==> config.mk <==
export PLATFORM = sky130hd
export DESIGN_NAME = mc_controller
export DESIGN_NICKNAME = d
export VERILOG_FILES = /design/src/rtl/mc_pkg.sv /design/src/rtl/mc_immdec.sv /design/src/rtl/mc_controller.sv
export SDC_FILE = /design/constraint.sdc
export NUM_CORES = 1
export LEC_CHECK = 0
export BUFFER_PORTS_ARGS = -buffer_cell sky130_fd_sc_hd__buf_2
export CAP_MARGIN = 5
export CORE_AREA = 2 2 39 41
export CTS_CLUSTER_DIAMETER = 200
export DETAILED_ROUTE_END_ITERATION = 10
export DIE_AREA = 0 0 41 43
export PLACE_DENSITY_LB_ADDON = 0.25
export SETUP_SLACK_MARGIN = 0.02
export SLEW_MARGIN = 10
export SYNTH_ARGS = -nofsm -noshare
export SYNTH_HDL_FRONTEND = slang
export SYNTH_SLANG_ARGS = --single-unit
==> constraint.sdc <==
create_clock -name clk -period 1.35 [get_ports clk]
set_input_delay 0 -clock clk [delete_from_list [all_inputs] [get_ports clk]]
set_output_delay 0 -clock clk [all_outputs]
set_load 0.03 [all_outputs]
==> src/rtl/mc_pkg.sv <==
// mc_pkg: state encoding, opcodes and datapath select encodings for the multicycle controller.
package mc_pkg;
  typedef enum logic [3:0] {
    S_FETCH    = 4'd0,
    S_DECODE   = 4'd1,
    S_MEMADR   = 4'd2,
    S_MEMREAD  = 4'd3,
    S_MEMWB    = 4'd4,
    S_MEMWRITE = 4'd5,
    S_EXECR    = 4'd6,
    S_ALUWB    = 4'd7,
    S_EXECI    = 4'd8,
    S_JAL      = 4'd9,
    S_BEQ      = 4'd10
  } state_t;
  localparam logic [6:0] OP_LW  = 7'b0000011;
  localparam logic [6:0] OP_SW  = 7'b0100011;
  localparam logic [6:0] OP_R   = 7'b0110011;
  localparam logic [6:0] OP_I   = 7'b0010011;
  localparam logic [6:0] OP_BEQ = 7'b1100011;
  localparam logic [6:0] OP_JAL = 7'b1101111;
  localparam logic [1:0] RES_ALUOUT  = 2'b00;
  localparam logic [1:0] RES_DATA    = 2'b01;
  localparam logic [1:0] RES_ALURES  = 2'b10;
  localparam logic [1:0] SRCA_PC     = 2'b00;
  localparam logic [1:0] SRCA_OLDPC  = 2'b01;
  localparam logic [1:0] SRCA_RS1    = 2'b10;
  localparam logic [1:0] SRCB_RS2    = 2'b00;
  localparam logic [1:0] SRCB_IMM    = 2'b01;
  localparam logic [1:0] SRCB_4      = 2'b10;
  localparam logic [1:0] ALUOP_ADD   = 2'b00;
  localparam logic [1:0] ALUOP_SUB   = 2'b01;
  localparam logic [1:0] ALUOP_FUNCT = 2'b10;
  localparam logic [1:0] IMM_I = 2'b00;
  localparam logic [1:0] IMM_S = 2'b01;
  localparam logic [1:0] IMM_B = 2'b10;
  localparam logic [1:0] IMM_J = 2'b11;
endpackage

==> src/rtl/mc_immdec.sv <==
// mc_immdec: opcode to immediate-format select; J format only exists when MC_JAL_EN is defined.
module mc_immdec
  import mc_pkg::*;
(
  input  logic [6:0] op,
  output logic [1:0] ImmSrc
);
`ifdef MC_JAL_EN
  logic w_jal;
  assign w_jal = op == OP_JAL;
`else
  logic w_jal;
  assign w_jal = 1'b0;
`endif
  assign ImmSrc = op == OP_SW  ? IMM_S :
                  op == OP_BEQ ? IMM_B :
                  w_jal        ? IMM_J : IMM_I;
endmodule

==> src/rtl/mc_controller.sv <==
// mc_controller: Moore FSM sequencing the RV32I multicycle datapath.
// Define MC_JAL_EN to include the JAL state and its decode.
module mc_controller
  import mc_pkg::*;
(
  input  logic       clk,
  input  logic       reset,
  input  logic [6:0] op,
  input  logic       Zero,
  output logic       PCWrite,
  output logic       AdrSrc,
  output logic       MemWrite,
  output logic       IRWrite,
  output logic       RegWrite,
  output logic [1:0] ResultSrc,
  output logic [1:0] ALUSrcA,
  output logic [1:0] ALUSrcB,
  output logic [1:0] ALUOp,
  output logic [1:0] ImmSrc,
  output logic       instr_done,
  output logic [3:0] state
);
  state_t r_state;
  state_t w_st;
  state_t w_dec;
  logic   w_jal;
  logic   w_pcupdate, w_branch, w_memwrite, w_irwrite, w_regwrite, w_done;
`ifdef MC_JAL_EN
  assign w_jal = op == OP_JAL;
`else
  assign w_jal = 1'b0;
`endif
  assign w_dec = (op == OP_LW || op == OP_SW) ? S_MEMADR :
                 op == OP_R   ? S_EXECR :
                 op == OP_I   ? S_EXECI :
                 op == OP_BEQ ? S_BEQ   :
                 w_jal        ? S_JAL   : S_FETCH;
  always_ff @(posedge clk)
    if (reset) r_state <= S_FETCH;
    else
      case (r_state)
        S_FETCH:   r_state <= S_DECODE;
        S_DECODE:  r_state <= w_dec;
        S_MEMADR:  r_state <= op == OP_LW ? S_MEMREAD : S_MEMWRITE;
        S_MEMREAD: r_state <= S_MEMWB;
        S_EXECR:   r_state <= S_ALUWB;
        S_EXECI:   r_state <= S_ALUWB;
`ifdef MC_JAL_EN
        S_JAL:     r_state <= S_ALUWB;
`endif
        default:   r_state <= S_FETCH;
      endcase
  // Reset decodes as FETCH so the datapath sees sane selects while held.
  assign w_st = reset ? S_FETCH : r_state;
  always_comb begin
    w_pcupdate = 1'b0;
    w_branch   = 1'b0;
    w_memwrite = 1'b0;
    w_irwrite  = 1'b0;
    w_regwrite = 1'b0;
    w_done     = 1'b0;
    AdrSrc     = 1'b0;
    ResultSrc  = RES_ALUOUT;
    ALUSrcA    = SRCA_PC;
    ALUSrcB    = SRCB_RS2;
    ALUOp      = ALUOP_ADD;
    case (w_st)
      S_FETCH: begin
        w_irwrite  = 1'b1;
        w_pcupdate = 1'b1;
        ALUSrcB    = SRCB_4;
        ResultSrc  = RES_ALURES;
      end
      S_DECODE: begin
        ALUSrcA = SRCA_OLDPC;
        ALUSrcB = SRCB_IMM;
        w_done  = w_dec == S_FETCH;
      end
      S_MEMADR: begin
        ALUSrcA = SRCA_RS1;
        ALUSrcB = SRCB_IMM;
      end
      S_MEMREAD: AdrSrc = 1'b1;
      S_MEMWB: begin
        ResultSrc  = RES_DATA;
        w_regwrite = 1'b1;
        w_done     = 1'b1;
      end
      S_MEMWRITE: begin
        AdrSrc     = 1'b1;
        w_memwrite = 1'b1;
        w_done     = 1'b1;
      end
      S_EXECR: begin
        ALUSrcA = SRCA_RS1;
        ALUOp   = ALUOP_FUNCT;
      end
      S_EXECI: begin
        ALUSrcA = SRCA_RS1;
        ALUSrcB = SRCB_IMM;
        ALUOp   = ALUOP_FUNCT;
      end
      S_ALUWB: begin
        w_regwrite = 1'b1;
        w_done     = 1'b1;
      end
`ifdef MC_JAL_EN
      S_JAL: begin
        ALUSrcA    = SRCA_OLDPC;
        ALUSrcB    = SRCB_4;
        w_pcupdate = 1'b1;
      end
`endif
      S_BEQ: begin
        ALUSrcA  = SRCA_RS1;
        ALUOp    = ALUOP_SUB;
        w_branch = 1'b1;
        w_done   = 1'b1;
      end
      default: ;
    endcase
  end
  assign PCWrite    = !reset && (w_pcupdate || (w_branch && Zero));
  assign MemWrite   = !reset && w_memwrite;
  assign IRWrite    = !reset && w_irwrite;
  assign RegWrite   = !reset && w_regwrite;
  assign instr_done = !reset && w_done;
  assign state      = r_state;
  mc_immdec u_immdec (.op(op), .ImmSrc(ImmSrc));
endmodule

* After elaboration in Yosys (flattened, before gate mapping) *
Cells that the tools add are included.

word-level totals
  memories kept = 0
  ROM bits = 0
  flip-flop bits (word level) = 4
  bits in writable memories = 0
  bits in latches = 0
  word-level logic and storage cells = 58

operators by class
  shift-type cells = 0
  magnitude comparators = 0
  equal/unequal tests = 19
  bitwise gates (word level) = 0
  muxes and demuxes = 19
  $add $sub $neg = 0
  reductions and logical operators = 19
  multiply operators = 0
  div/mod/pow operators = 0

operators with widths
  kind                number
  $eq 4x3->1 const B  5
  $mux 4              5
  $pmux 4 s5          1
  $eq 4x2->1 const B  4
  $pmux 2 s2          4
  $eq 7x6->1 const B  2
  $eq 4x4->1 const B  3
  $logic_not 4->1     3
  $eq 4x1->1 const B  2
  $reduce_or 2->1     4
  $reduce_or 4->1     2
  $eq 7x2->1 const B  1
  $eq 7x5->1 const B  1
  $eq 7x7->1 const B  1
  $logic_and 1x1->1   6
  $mux 1              5
  $mux 2              2
  $mux 3              1
  $reduce_or 3->1     1
  $logic_or 1x1->1    2
  $pmux 1 s2          1
  $logic_not 1->1     1

* Logic depth before layout (Yosys ltp) *
  depth after elaboration = 8
  mapped depth = 5
  depth with buffers taken out = 4

* Cells and area by module *
From an unflattened synthesis, not the netlist that was laid out.

second synthesis, totals
  cell total of the unflattened synthesis = 72
  area, all modules = 510.5 um^2

modules (own cells, without submodules)
  module         cells each  area an instance (um^2)  times used
  mc_controller  69          465.4                    1
  mc_immdec      3           45.0                     1

* Worst setup path after synthesis *
Ideal clock, no wire load.

  path type = reg2out
  from = register r_state[0] (netlist: state[0])
  to = output port IRWrite
  required time = 1.350 ns
  setup slack = -0.575 ns
  stages on the path, launching flop included = 5
  arrival time = 1.925 ns
  path through = dfxtp_1 buf_2 or2_2 clkbuf_1 nor4_1

between the ends
  longest elaborated chain between the ends = 4

RTL lines
  what                      RTL line              text
  start: declaration        mc_controller.sv:23   state_t r_state;
  start signal: assignment  mc_controller.sv:43   S_DECODE: r_state <= w_dec;
  start signal: assignment  mc_controller.sv:44   S_MEMADR: r_state <= op == OP_LW ? S_MEMREAD : S_MEMWRITE;
  $mux 4                    mc_controller.sv:54   assign w_st = reset ? S_FETCH : r_state;
  $logic_not 4->1           mc_controller.sv:67   case (w_st)
  $mux 1                    mc_controller.sv:67
  $logic_and 1x1->1         mc_controller.sv:125  assign IRWrite = !reset && w_irwrite;
  end: declaration          mc_controller.sv:13   output logic IRWrite,

No other way between the ends.

* Worst setup path in the final report *
  from = register r_state[1] (netlist: state[1])
  to = output port ALUOp[1]

between the ends
  longest elaborated chain between the ends = 4
  elaborated cells between the ends (all ways) = 6

RTL lines
  what                                      RTL line             text
  $mux 4 (*)                                mc_controller.sv:54
  $eq 4x4->1 or $eq 4x3->1 (tied branches)  mc_controller.sv:67
  $reduce_or 2->1 (no line)                 -
  $pmux 2 s2 (*)                            mc_controller.sv:67
  end: declaration                          mc_controller.sv:18  output logic [1:0] ALUOp,

Mark *: on every way between the ends. The rest lies on a longest branch, timed or not.

==> metrics.csv <==
metric,value,unit
status,finished clean,
worst path cell trace,buf_4 -> nor2_1 -> a22oi_1 -> nor2_1 -> buf_4,
Clk pwr share,33.4,%
Crit path required time,1350,ps
Worst slew margin,77.11,%
CP Capture Type,primary output,
most frequent cells in the layout,"19 x buf_4, 18 x buf_2, 7 x nor2_1, 5 x nor3_2, 5 x buf_6",
setup repair after global routing missed its margin,yes,
crit-path max FO,7,
Area Overhead vs Synth,101.3,%
wire per inst,13.84,µm
WS Path Type,reg2out,
# fillers,111,
Final #Nets,123,
Clock Skews,7.146,ps
Synth Flop Type,dfxtp_1,
Sequential Power Share,28.0,%
HP Class,in2reg,
R2R depth,5,
"Arr. time, crit path",1350,ps
Clock transition at path regs,40,ps
"antenna viol nets, final",0,
"Cell Area, Synth",484.2,µm²
endpoints failing hold,0,
Synth top area share,16.54,%
DRT iter0 DRCs,17,
vias in the first global route,557,
Synthesized Nets,83,
CP peak stage delay,410,ps
initial antenna violation count,0,
maximum VDD drop,0.0002975,V
Sum Neg Setup Slack,0,ps
synthesis warning total,0,
GRT Residual Overflow,0,
final cell count without fillers,127,
Tcrit/Tclk final,99.71,%
die area,0.001763,mm²
Gate Count Post-Synth,73,
first-pass GRT wire length,2.194,mm
post-DP HPWL,1.102,mm
Die W,41,µm
Rows,14,
Clock Sinks,4,
Vias,713,
"setup slack, reg-to-reg",80,ps
combinational power share,38.7,%
Net Sw Frac,35.06,%
Syn Area/Cell,6.633,µm²
Critical R2R Capture,state[1],
register area,95.09,µm²
synth unique cells,29,
# DRC,0,
Slew @ Worst Pin,339.8,ps
Post-Route Utilization,70.43,%
die height,43,µm
Pwr per Cell Area,453.1,mW/mm²
I/O pins,30,
Antenna Cells,0,
Synth area leaders,"dfxtp_1 17%, nor3_1 9.3%, nand2b_1 6.5%",
WL final,1.758,mm
Avg Vias per Cell,5.614,
Final Setup Violations,0,
routability cong.,0.8751,
drt first pass iters,4,
"commonest non-fill, non-tap cell in the layout",buf_4,
worst skew pair latency,240,ps
FF-to-FF Start,state[1],
IO buf count,29,
minimum clock period,1346,ps
sequential cell area fraction in the yosys report,16.54,%
startpoint types,register,
internal power,286.8,µW
Largest register FFs,4,
CTS tree,done,
htree depth,1,
Root Buffer,clkbuf_4,
max cap viols,0,
layout cell share with drive strength beyond 1,64.86,%
core area,0.001384,mm²
largest net degree at the start of global routing,16,
largest area contributor in the netlist,dfxtp_1,
"FF+latch count, synth",4,
Slew Limit Fails,0,
slowest CP cell,dfxtp_4,
Critical Path Start,state[1],
Post-synth EDFFs,0,
sw power,154.9,µW
Post-CTS Hold Fix Bufs,0,
fmax,742.9,MHz
clock buffer depth,2,
area of the multi-input gates,525.5,µm²
Tot GR Track Use,17.49,%
placed insts,117,
starting density of the core,34.99,%
Lkg Pwr,0.0004340,µW
CP Capture Point,ALUOp[1],
async set-reset flop share out of synthesis,0,%
Num CTS Buffers,3,
-- metrics by stage --
step                      power [µW]  worst slack [ps]  hold WS [ps]  instance area (µm²)
after floorplan                227.8            -83.65         41.03                605.6
after global placement         267.9             140.3         378.9                765.7
after global routing           469.0            -71.16         142.6                974.7
after detailed placement       268.6             112.1         376.9                765.7
final                          441.7             3.951         126.4                974.7
after CTS                      415.7            -59.79         128.0                809.5
-- Yosys cell counts (2+ instances only) --
cell      number
a211oi_1       2
a21oi_1        3
a22oi_1        2
and3_1         3
buf_2          6
dfxtp_1        4
inv_1          2
nand2_1        4
nand2b_1       5
nor2_1         7
nor2b_1        3
nor3_1         9
nor3b_1        2
nor4_1         2
o21ai_0        4
o41ai_1        2
-- area by class of cell --
| class | instances | share of cell area [%] |
|---|---|---|
| Tap cell | 16 | 2.054 |
| Inverter | 2 | 0.7702 |
| Clock buffer | 3 | 2.311 |
| Sequential cell | 4 | 9.756 |
| Multi-Input combinational cell | 59 | 53.92 |
| Timing Repair Buffer | 43 | 31.19 |
-- worst min-delay path by stage --
stage | startpoint | to | slack (ps) | cells after the start
detailed placement | op[6] | state[1] | 380 | 4
floorplan | reset | AdrSrc | 40 | 1
global route | op[6] | state[1] | 140 | 4
CTS | op[6] | state[1] | 130 | 4
global placement | op[6] | state[1] | 380 | 4
finish | op[6] | state[1] | 130 | 4
-- power by group through the flow --
stage	Combinational (µW)	Sequential, µW	Clock [µW]
finish	171	123	147
global route	184	124	161
CTS	141	126	149
detailed placement	137	132	0
global placement	136	132	0
floorplan	97.3	130	0
-- routing by layer --
metal	global-route usage, %	part of all wire (%)
met3	3.141	6.0
met4	6.667	0
met5	0	0
met2	28.75	52
met1	21.29	42
-- worst max-delay path, delay by kind of cell, from the launching register on --
family,cells,cell delay [ps]
AO/OA/AOI/OAI,1,260
buffers and inverters,2,310
flip-flops,1,410
AND/OR/NAND/NOR,2,130
-- cell families after synthesis --
family,Yosys count,share of synthesized area (%)
and+or+nand+nor,40,45.74
AOI/OAI and AO/OA,16,22.74
buffers and inverters,10,9.302
DFF,4,16.54
xor gates and xnor gates,2,3.618
muxes,1,2.067
-- timing repair --
action / CTS / global route
setup buffers: 0 / 7
pin swaps: 0 / 6
resized for setup: 8 / 38
setup endpoints to repair: 13 / 16
No activity file was read; power rests on OpenSTA's default activity.
